### src/rtl/quaternion_addsub_pipe_if.sv
// quaternion_addsub_pipe_if: valid/ready quaternion bus between source, add/sub pipe and consumer.
interface quaternion_addsub_pipe_if #(parameter int W = 16);
    logic           in_valid, in_ready, in_op;
    logic [4*W-1:0] in_a, in_b;
    logic           out_valid, out_ready;
    logic [4*W-1:0] out_q;
    logic [3:0]     out_ovf;
    logic           ovf_sticky, ovf_clr;
    modport master (
        output in_valid, in_op, in_a, in_b, out_ready, ovf_clr,
        input  in_ready, out_valid, out_q, out_ovf, ovf_sticky
    );
    modport slave (
        input  in_valid, in_op, in_a, in_b, out_ready, ovf_clr,
        output in_ready, out_valid, out_q, out_ovf, ovf_sticky
    );
endinterface

### src/rtl/quaternion_addsub_pipe.sv
// quaternion_addsub_pipe: LAT-stage quaternion add/sub with optional saturation and overflow flags.
module quaternion_addsub_pipe #(
    parameter int W   = 16,
    parameter int LAT = 2,
    parameter bit SAT = 1'b1
) (
    input logic                     clk,
    input logic                     rst,
    quaternion_addsub_pipe_if.slave bus
);
    logic [4*W-1:0] res;
    logic [3:0]     res_ovf;
    logic [LAT-1:0] v_q, v_d, ld;
    logic [4*W-1:0] q_q [LAT];
    logic [4*W-1:0] q_d [LAT];
    logic [3:0]     o_q [LAT];
    logic [3:0]     o_d [LAT];
    logic           sticky_q, sticky_d, all_v;

    for (genvar i = 0; i < 4; i++) begin : g_lane
        logic [W:0] s;
        assign s = bus.in_op
            ? {bus.in_a[i*W+W-1], bus.in_a[i*W +: W]} - {bus.in_b[i*W+W-1], bus.in_b[i*W +: W]}
            : {bus.in_a[i*W+W-1], bus.in_a[i*W +: W]} + {bus.in_b[i*W+W-1], bus.in_b[i*W +: W]};
        assign res_ovf[i] = s[W] ^ s[W-1];
        assign res[i*W +: W] = (SAT && res_ovf[i]) ? {s[W], {(W-1){!s[W]}}} : s[W-1:0];
    end

    // A stage may load unless it and every stage after it are full while the output stalls.
    always_comb begin
        all_v = 1'b1;
        for (int k = LAT - 1; k >= 0; k--) begin
            all_v = all_v & v_q[k];
            ld[k] = bus.out_ready | !all_v;
        end
        v_d[0] = ld[0] ? bus.in_valid : v_q[0];
        q_d[0] = ld[0] ? res : q_q[0];
        o_d[0] = ld[0] ? res_ovf : o_q[0];
        for (int k = 1; k < LAT; k++) begin
            v_d[k] = ld[k] ? v_q[k-1] : v_q[k];
            q_d[k] = ld[k] ? q_q[k-1] : q_q[k];
            o_d[k] = ld[k] ? o_q[k-1] : o_q[k];
        end
        sticky_d = (bus.out_valid & bus.out_ready & (|bus.out_ovf)) | (sticky_q & !bus.ovf_clr);
    end

    always_ff @(posedge clk) begin
        if (rst) begin
            v_q      <= '0;
            sticky_q <= 1'b0;
            for (int k = 0; k < LAT; k++) begin
                q_q[k] <= '0;
                o_q[k] <= '0;
            end
        end else begin
            v_q      <= v_d;
            sticky_q <= sticky_d;
            q_q      <= q_d;
            o_q      <= o_d;
        end
    end

    assign bus.in_ready   = ld[0];
    assign bus.out_valid  = v_q[LAT-1];
    assign bus.out_q      = q_q[LAT-1];
    assign bus.out_ovf    = o_q[LAT-1];
    assign bus.ovf_sticky = sticky_q;
endmodule
### src/flat_wrapper.sv
// flat-port wrapper written by rule: the top's interface ports become plain ports
module quaternion_addsub_pipe_flat 
#(
    parameter int W   = 16,
    parameter int LAT = 2,
    parameter bit SAT = 1'b1
)
  (clk, rst, bus_in_valid, bus_in_op, bus_in_a, bus_in_b, bus_out_ready, bus_ovf_clr, bus_in_ready, bus_out_valid, bus_out_q, bus_out_ovf, bus_ovf_sticky);
  quaternion_addsub_pipe_if #(.W(W)) bus_i ();
  input logic clk;
  input logic rst;
  input wire logic [$bits(bus_i.in_valid)-1:0] bus_in_valid;
  input wire logic [$bits(bus_i.in_op)-1:0] bus_in_op;
  input wire logic [$bits(bus_i.in_a)-1:0] bus_in_a;
  input wire logic [$bits(bus_i.in_b)-1:0] bus_in_b;
  input wire logic [$bits(bus_i.out_ready)-1:0] bus_out_ready;
  input wire logic [$bits(bus_i.ovf_clr)-1:0] bus_ovf_clr;
  output wire logic [$bits(bus_i.in_ready)-1:0] bus_in_ready;
  output wire logic [$bits(bus_i.out_valid)-1:0] bus_out_valid;
  output wire logic [$bits(bus_i.out_q)-1:0] bus_out_q;
  output wire logic [$bits(bus_i.out_ovf)-1:0] bus_out_ovf;
  output wire logic [$bits(bus_i.ovf_sticky)-1:0] bus_ovf_sticky;
  assign bus_i.in_valid = bus_in_valid;
  assign bus_i.in_op = bus_in_op;
  assign bus_i.in_a = bus_in_a;
  assign bus_i.in_b = bus_in_b;
  assign bus_i.out_ready = bus_out_ready;
  assign bus_i.ovf_clr = bus_ovf_clr;
  assign bus_in_ready = bus_i.in_ready;
  assign bus_out_valid = bus_i.out_valid;
  assign bus_out_q = bus_i.out_q;
  assign bus_out_ovf = bus_i.out_ovf;
  assign bus_ovf_sticky = bus_i.ovf_sticky;
  quaternion_addsub_pipe #(.W(W), .LAT(LAT), .SAT(SAT)) u_core (.clk(clk), .rst(rst), .bus(bus_i));
endmodule
### config.mk
export PLATFORM = sky130hd
export DESIGN_NAME = quaternion_addsub_pipe_flat
export DESIGN_NICKNAME = d
export VERILOG_FILES = /design/src/rtl/quaternion_addsub_pipe_if.sv /design/src/rtl/quaternion_addsub_pipe.sv /design/src/flat_wrapper.sv
export SDC_FILE = /design/constraint.sdc
export NUM_CORES = 1
export LEC_CHECK = 0
export CORE_MARGIN = 2
export CORE_UTILIZATION = 48
export CTS_CLUSTER_SIZE = 30
export DETAILED_ROUTE_END_ITERATION = 10
export GPL_ROUTABILITY_DRIVEN = 0
export PLACE_DENSITY = 0.75
export SETUP_SLACK_MARGIN = 0.1
export SLEW_MARGIN = 20
export SYNTH_ARGS = -nofsm -noshare
export SYNTH_HDL_FRONTEND = slang
export SYNTH_SLANG_ARGS = --single-unit
### constraint.sdc
create_clock -name clk -period 3.6 [get_ports clk]
set_input_delay 0.36 -clock clk [delete_from_list [all_inputs] [get_ports clk]]
set_output_delay 0.36 -clock clk [all_outputs]
set_load 0.05 [all_outputs]
; Yosys cells after proc, flatten, opt, wreduce, memory -nomap -nowiden
; Index checks and enable logic that the tools add are counted.
[op_classes]
n_addsub = 8
muxes = 8
n_bitwise = 11
reduce_logical = 8
[op_table]
columns = operator, n
row1 = adder 16 x 16 -> 17 bit, 4
row2 = 2-to-1 mux 17 bit, 4
row3 = subtractor 16 x 16 -> 17 bit, 4
row4 = 2-to-1 mux 16 bit, 4
row5 = zero test 1 bit, 7
row6 = AND 1 bit, 4
row7 = OR reduction 4 bit, 1
row8 = XOR 1 bit, 4
row9 = bitwise OR 1 bit, 3
[totals]
register_bits = 139
in_bits = 134
out_inout_bits = 71
wordCells = 42

; Logic depth before layout (Yosys ltp)
[logic_depth]
depth_word = 4
mapped_depth = 18
ltp_nobuf = 17

; Worst setup path after synthesis
; No wires, ideal clock.
[synth_path]
path_kind = input-to-reg
startpoint = in bus_in_op
endpoint = reg u_core.q_q[102] in the netlist's numbering
setup_time_ps = 167
arrival_time_ps = 3826
t_required_ps = 3433
path_slack_ps = -392
cell_stages = 17
path_buffers = 5
path_cell_list = buf_2 -> clkbuf_1 -> clkbuf_1 -> buf_1 -> nor2_1 -> xnor2_1 -> ha_1 -> a211oi_1 -> o21ai_1 -> a311o_1 -> a21oi_1 -> nor2b_1 -> nor2_1 -> xor2_1 -> buf_6 -> maj3_2 -> a211oi_1
[synth_between]
elab_chain_len = 3
elab_cells_between_ends = 4
classes_between = mux: 2 / bitwise: 1 / reduce/logical: 1
[synth_lines]
columns = item, line
row1 = "start, declared", flat_wrapper.sv:13  ; input wire logic [$bits(bus_i.in_op)-1:0] bus_in_op;
row2 = 2-to-1 mux 17 bit (*), quaternion_addsub_pipe.sv:23  ; ? {bus.in_a[i*W+W-1], bus.in_a[i*W +: W]} - {bus.in_b[i*W+W-1], bus.in_b[i*W +: W]}
row3 = XOR 1 bit / zero test 1 bit (equally long branches), "quaternion_addsub_pipe.sv:25, quaternion_addsub_pipe.sv:26"
row4 = 2-to-1 mux 16 bit (*), quaternion_addsub_pipe.sv:26  ; assign res[i*W +: W] = (SAT && res_ovf[i]) ? {s[W], {(W-1){!s[W]}}} : s[W-1:0];
row5 = "end signal, assigned", quaternion_addsub_pipe.sv:58  ; q_q <= q_d;
row6 = "end, declared", quaternion_addsub_pipe.sv:14  ; logic [4*W-1:0] q_q [LAT];
; Every way passes the cells marked *; elsewhere a longest branch is shown, timed or not.
; A chain may end at the register's enable or synchronous reset.

; Worst setup path after layout
[layout_path]
startpoint = in bus_in_b[52]
endpoint = reg u_core.q_q[125] in the netlist's numbering
[layout_between]
elab_chain_len = 4
elab_cells_between_ends = 6
classes_between = add/sub: 2 / mux: 2 / bitwise: 1 / reduce/logical: 1
[layout_lines]
columns = item, line
row1 = "start, declared", flat_wrapper.sv:15  ; input wire logic [$bits(bus_i.in_b)-1:0] bus_in_b;
row2 = adder 16 x 16 -> 17 bit / subtractor 16 x 16 -> 17 bit (equally long branches), "quaternion_addsub_pipe.sv:24, quaternion_addsub_pipe.sv:23"
row3 = 2-to-1 mux 17 bit (*), quaternion_addsub_pipe.sv:23
row4 = XOR 1 bit / zero test 1 bit (equally long branches), "quaternion_addsub_pipe.sv:25, quaternion_addsub_pipe.sv:26"
row5 = 2-to-1 mux 16 bit (*), quaternion_addsub_pipe.sv:26
; Marked as above.

==> flow_summary.json <==
{
  "crit_path_top_delay_cell": "clkdlybuf4s50_1",
  "grt_overflow": 0,
  "dp_slack_ns": -0.713,
  "path_buf_inv": 2,
  "synth_seq_area_share_pct": 27.0,
  "drtPass1Iterations": 5,
  "cp_common_cell": "xor2_1",
  "die_y_um": 150,
  "die_area_sq_um": 22600,
  "slew_headroom_pct": 45.5,
  "dpl_cell_area_sq_um": 13800,
  "power_density_nw_per_um2": 485,
  "reg2reg_depth": 6,
  "tritoncts": "done",
  "fin_skew_ns": 0.0151,
  "root_buffer": "clkbuf_16",
  "portBuffers": 204,
  "route.detailed.drc": 0,
  "yosys.cell_types.count": 73,
  "cp-start-kind": "primary input",
  "cts_num_sinks": 139,
  "dominantRegCellSynth": "dfxtp_1",
  "fill_cells": 1571,
  "grt_antenna_before_repair": 2,
  "core_region_area_sq_um": 21000,
  "path_class": "in2reg",
  "rsz0062_at_grt": "yes",
  "synth.cell_area_sq_um": 10300,
  "synthTopCellsByCount": "168 x nand2_1, 154 x nor2_1, 139 x dfxtp_1",
  "fin_nets": 1858,
  "final-seq-area_sq_um": 2780,
  "viasPerCell": 5.32,
  "fin_ws_ns": 0.160,
  "initial_core_util_pct": 49.0,
  "yosysTopAreaCell": "dfxtp_1",
  "synth_top_area_share_pct": 27.0,
  "drv_cap": 0,
  "required_ns": 3.92,
  "wl_per_cell_um": 15.5,
  "hold_viol_final": 0,
  "max_freq_mhz": 291,
  "drv_slew": 0,
  "grt_max_degree": 70,
  "layout_min_cycle_time_ns": 3.44,
  "ys_async_sr_fraction_pct": 0,
  "hp-class": "reg2reg",
  "cts_buffers": 17,
  "ir_drop_mv": 0.276,
  "rows": 53,
  "finalCritPeriodShare_pct": 95.6,
  "area_growth_pct": 46.6,
  "grt_pass1_wl_mm": 47.4,
  "synth_seq_cells": 139,
  "num_vias": 10300,
  "arrival_ns": 3.77,
  "run_status": "finished, final reports clean",
  "drt_iter0_markers": 478,
  "worst_slew_pin_slew_ns": 0.818,
  "synth_nets": 1517,
  "path_cells": "clkdlybuf4s50_1, nor3_2, and4b_2, nand2_1, o41ai_1, xor2_1, ha_1, nor2b_1, a311o_1, buf_4, xor2_1, maj3_1, o21a_1",
  "routed_wl_mm": 30.0,
  "cp_top_family": "simple AND/OR/NAND/NOR gates",
  "finalPower_w": 0.00732,
  "critPathMaxStageDelay_ns": 0.45,
  "syn-mean-instance-area_sq_um": 7.86,
  "cts_buffer_depth": 2,
  "yosys-top-cells-area": "dfxtp_1 27%, ha_1 8.3%, a21oi_1 6.7%, xnor2_1 6.3%, nand2_1 6.1%",
  "setup_viol": 0,
  "end_kind": "register",
  "clock_latency_ns": 0.43,
  "stdcell_area_sq_um": 15100,
  "hold_path_depth": 2,
  "clkTransAtPathRegs_ns": 0.06,
  "multi_input_area_sq_um": 7100,
  "yosysMostFrequentCell": "nand2_1",
  "dp_hpwl_mm": 22.5,
  "grt_pass1_vias": 10100,
  "cts_hold_buffers": 0,
  "synth_edf_count": 0,
  "antenna_left": 0,
  "synth_warnings": 0,
  "synthCells": 1311,
  "htreeDepth": 4,
  "crit_fanout": 5,
  "drive_above_1_share_pct": 26.7,
  "worst-path-stages": 13,
  "grt_use_total_pct": 26.0,
  "p_leak_nw": 6.53,
  "die_x_um": 150,
  "num_io_pins": 205
}
worst paths after layout:
| path | start | end | slack, ns |
|---|---|---|---|
| setup reg to reg | u_core.v_q[1] | u_core.q_q[98] | 1.64 |
| hold / removal | u_core.bus.out_q[54] | u_core.bus.out_q[54] | 0.45 |
| setup / recovery | bus_in_b[52] | u_core.q_q[125] | 0.16 |
| hold reg to reg | u_core.bus.out_q[54] | u_core.bus.out_q[54] | 0.45 |
timing repair:
item,CTS,global route
cloned,1,1
buffers inserted,8,6
pin swaps,15,53
resized for setup,39,104
setup endpoints to repair,51,65
sequential cells by signal, indices dropped and copies added, names as in the netlist:
name                   flops
u_core.bus.out_q          64
u_core.q_q                64
u_core.bus.out_ovf         4
u_core.o_q                 4
u_core.v_q                 2
u_core.bus.ovf_sticky      1
cells by family (layout without fill, tap and decap cells):
group / after synthesis / in the layout / synth area share, %
xor gates and xnor gates: 116 / 117 / 10.3
and+or+nand+nor: 431 / 431 / 18.4
AOI/OAI and AO/OA: 348 / 348 / 22.5
other: 0 / 4 / 0
muxes: 6 / 6 / 0.583
buffers and inverters: 169 / 522 / 8.99
adders and majority gates: 102 / 102 / 12.2
DFF: 139 / 139 / 27.0
layer usage:
| layer | part of all wire [%] | vias up | global-route usage [%] |
|---|---|---|---|
| li1 | - | 5199 | - |
| met1 | 42 | 4841 | 29.5 |
| met2 | 51 | 243 | 47.8 |
| met3 | 3.7 | 58 | 3.76 |
| met4 | 3.3 | 0 | 11.8 |
| met5 | 0 | - | 0 |
metrics by stage:
step | util (%) | setup TNS, ns | hold slack, ns | std cells
floorplan | - | 0 | 0.425 | 1311
global placement | 65.8 | -26.26 | 0.436 | 1892
detailed placement | 65.8 | -33.32 | 0.443 | 1892
CTS | 69.9 | 0 | 0.452 | 1933
global route | 71.8 | 0 | 0.468 | 1942
finish | 71.8 | 0 | 0.448 | 1944
placed cells by master (no fill, tap or decap), drive strengths merged, types with 9 or more instances in the layout:
master | Yosys | final
nor3 | 26 | 26
a21o | 16 | 16
nor2b | 10 | 10
o21a | 15 | 15
xnor2 | 77 | 77
a21oi | 140 | 140
inv | 38 | 40
buf | 83 | 251
nor4 | 13 | 13
a211oi | 55 | 55
clkbuf | 48 | 23
nand2b | 14 | 14
xor2 | 39 | 40
ha | 68 | 68
dlymetal6s2s | 0 | 26
a31oi | 11 | 11
nand2 | 168 | 168
maj3 | 30 | 30
o21ai | 54 | 54
dfxtp | 139 | 139
nand3 | 9 | 9
clkdlybuf4s50 | 0 | 171
o221a | 12 | 12
nor2 | 154 | 154
final cells by class:
type                    instances  area share [%]
flip-flops and latches        139            18.4
well taps                     275            2.28
clock buffers                  19            2.93
multi-input cells            1004            47.1
clock inverters                13            1.09
repair buffers                452            27.1
diodes                          4          0.0663
inverters                      38            1.07
worst reg2reg max path, delay by kind of cell, from the launching register on:
| family | cells | cell delay (ns) |
|---|---|---|
| AO/OA/AOI/OAI | 1 | 0.25 |
| flip-flops | 1 | 0.34 |
| AND/OR/NAND/NOR | 3 | 0.47 |
| buffers and inverters | 2 | 0.80 |
power by group:
| part | switching (W) | internal (W) | leakage [nW] |
|---|---|---|---|
| registers | 0.000182 | 0.00187 | 1.15 |
| clock network | 0.000713 | 0.00111 | 0.298 |
| logic | 0.00178 | 0.00166 | 5.08 |
No activity file was read; power rests on OpenSTA's default activity.
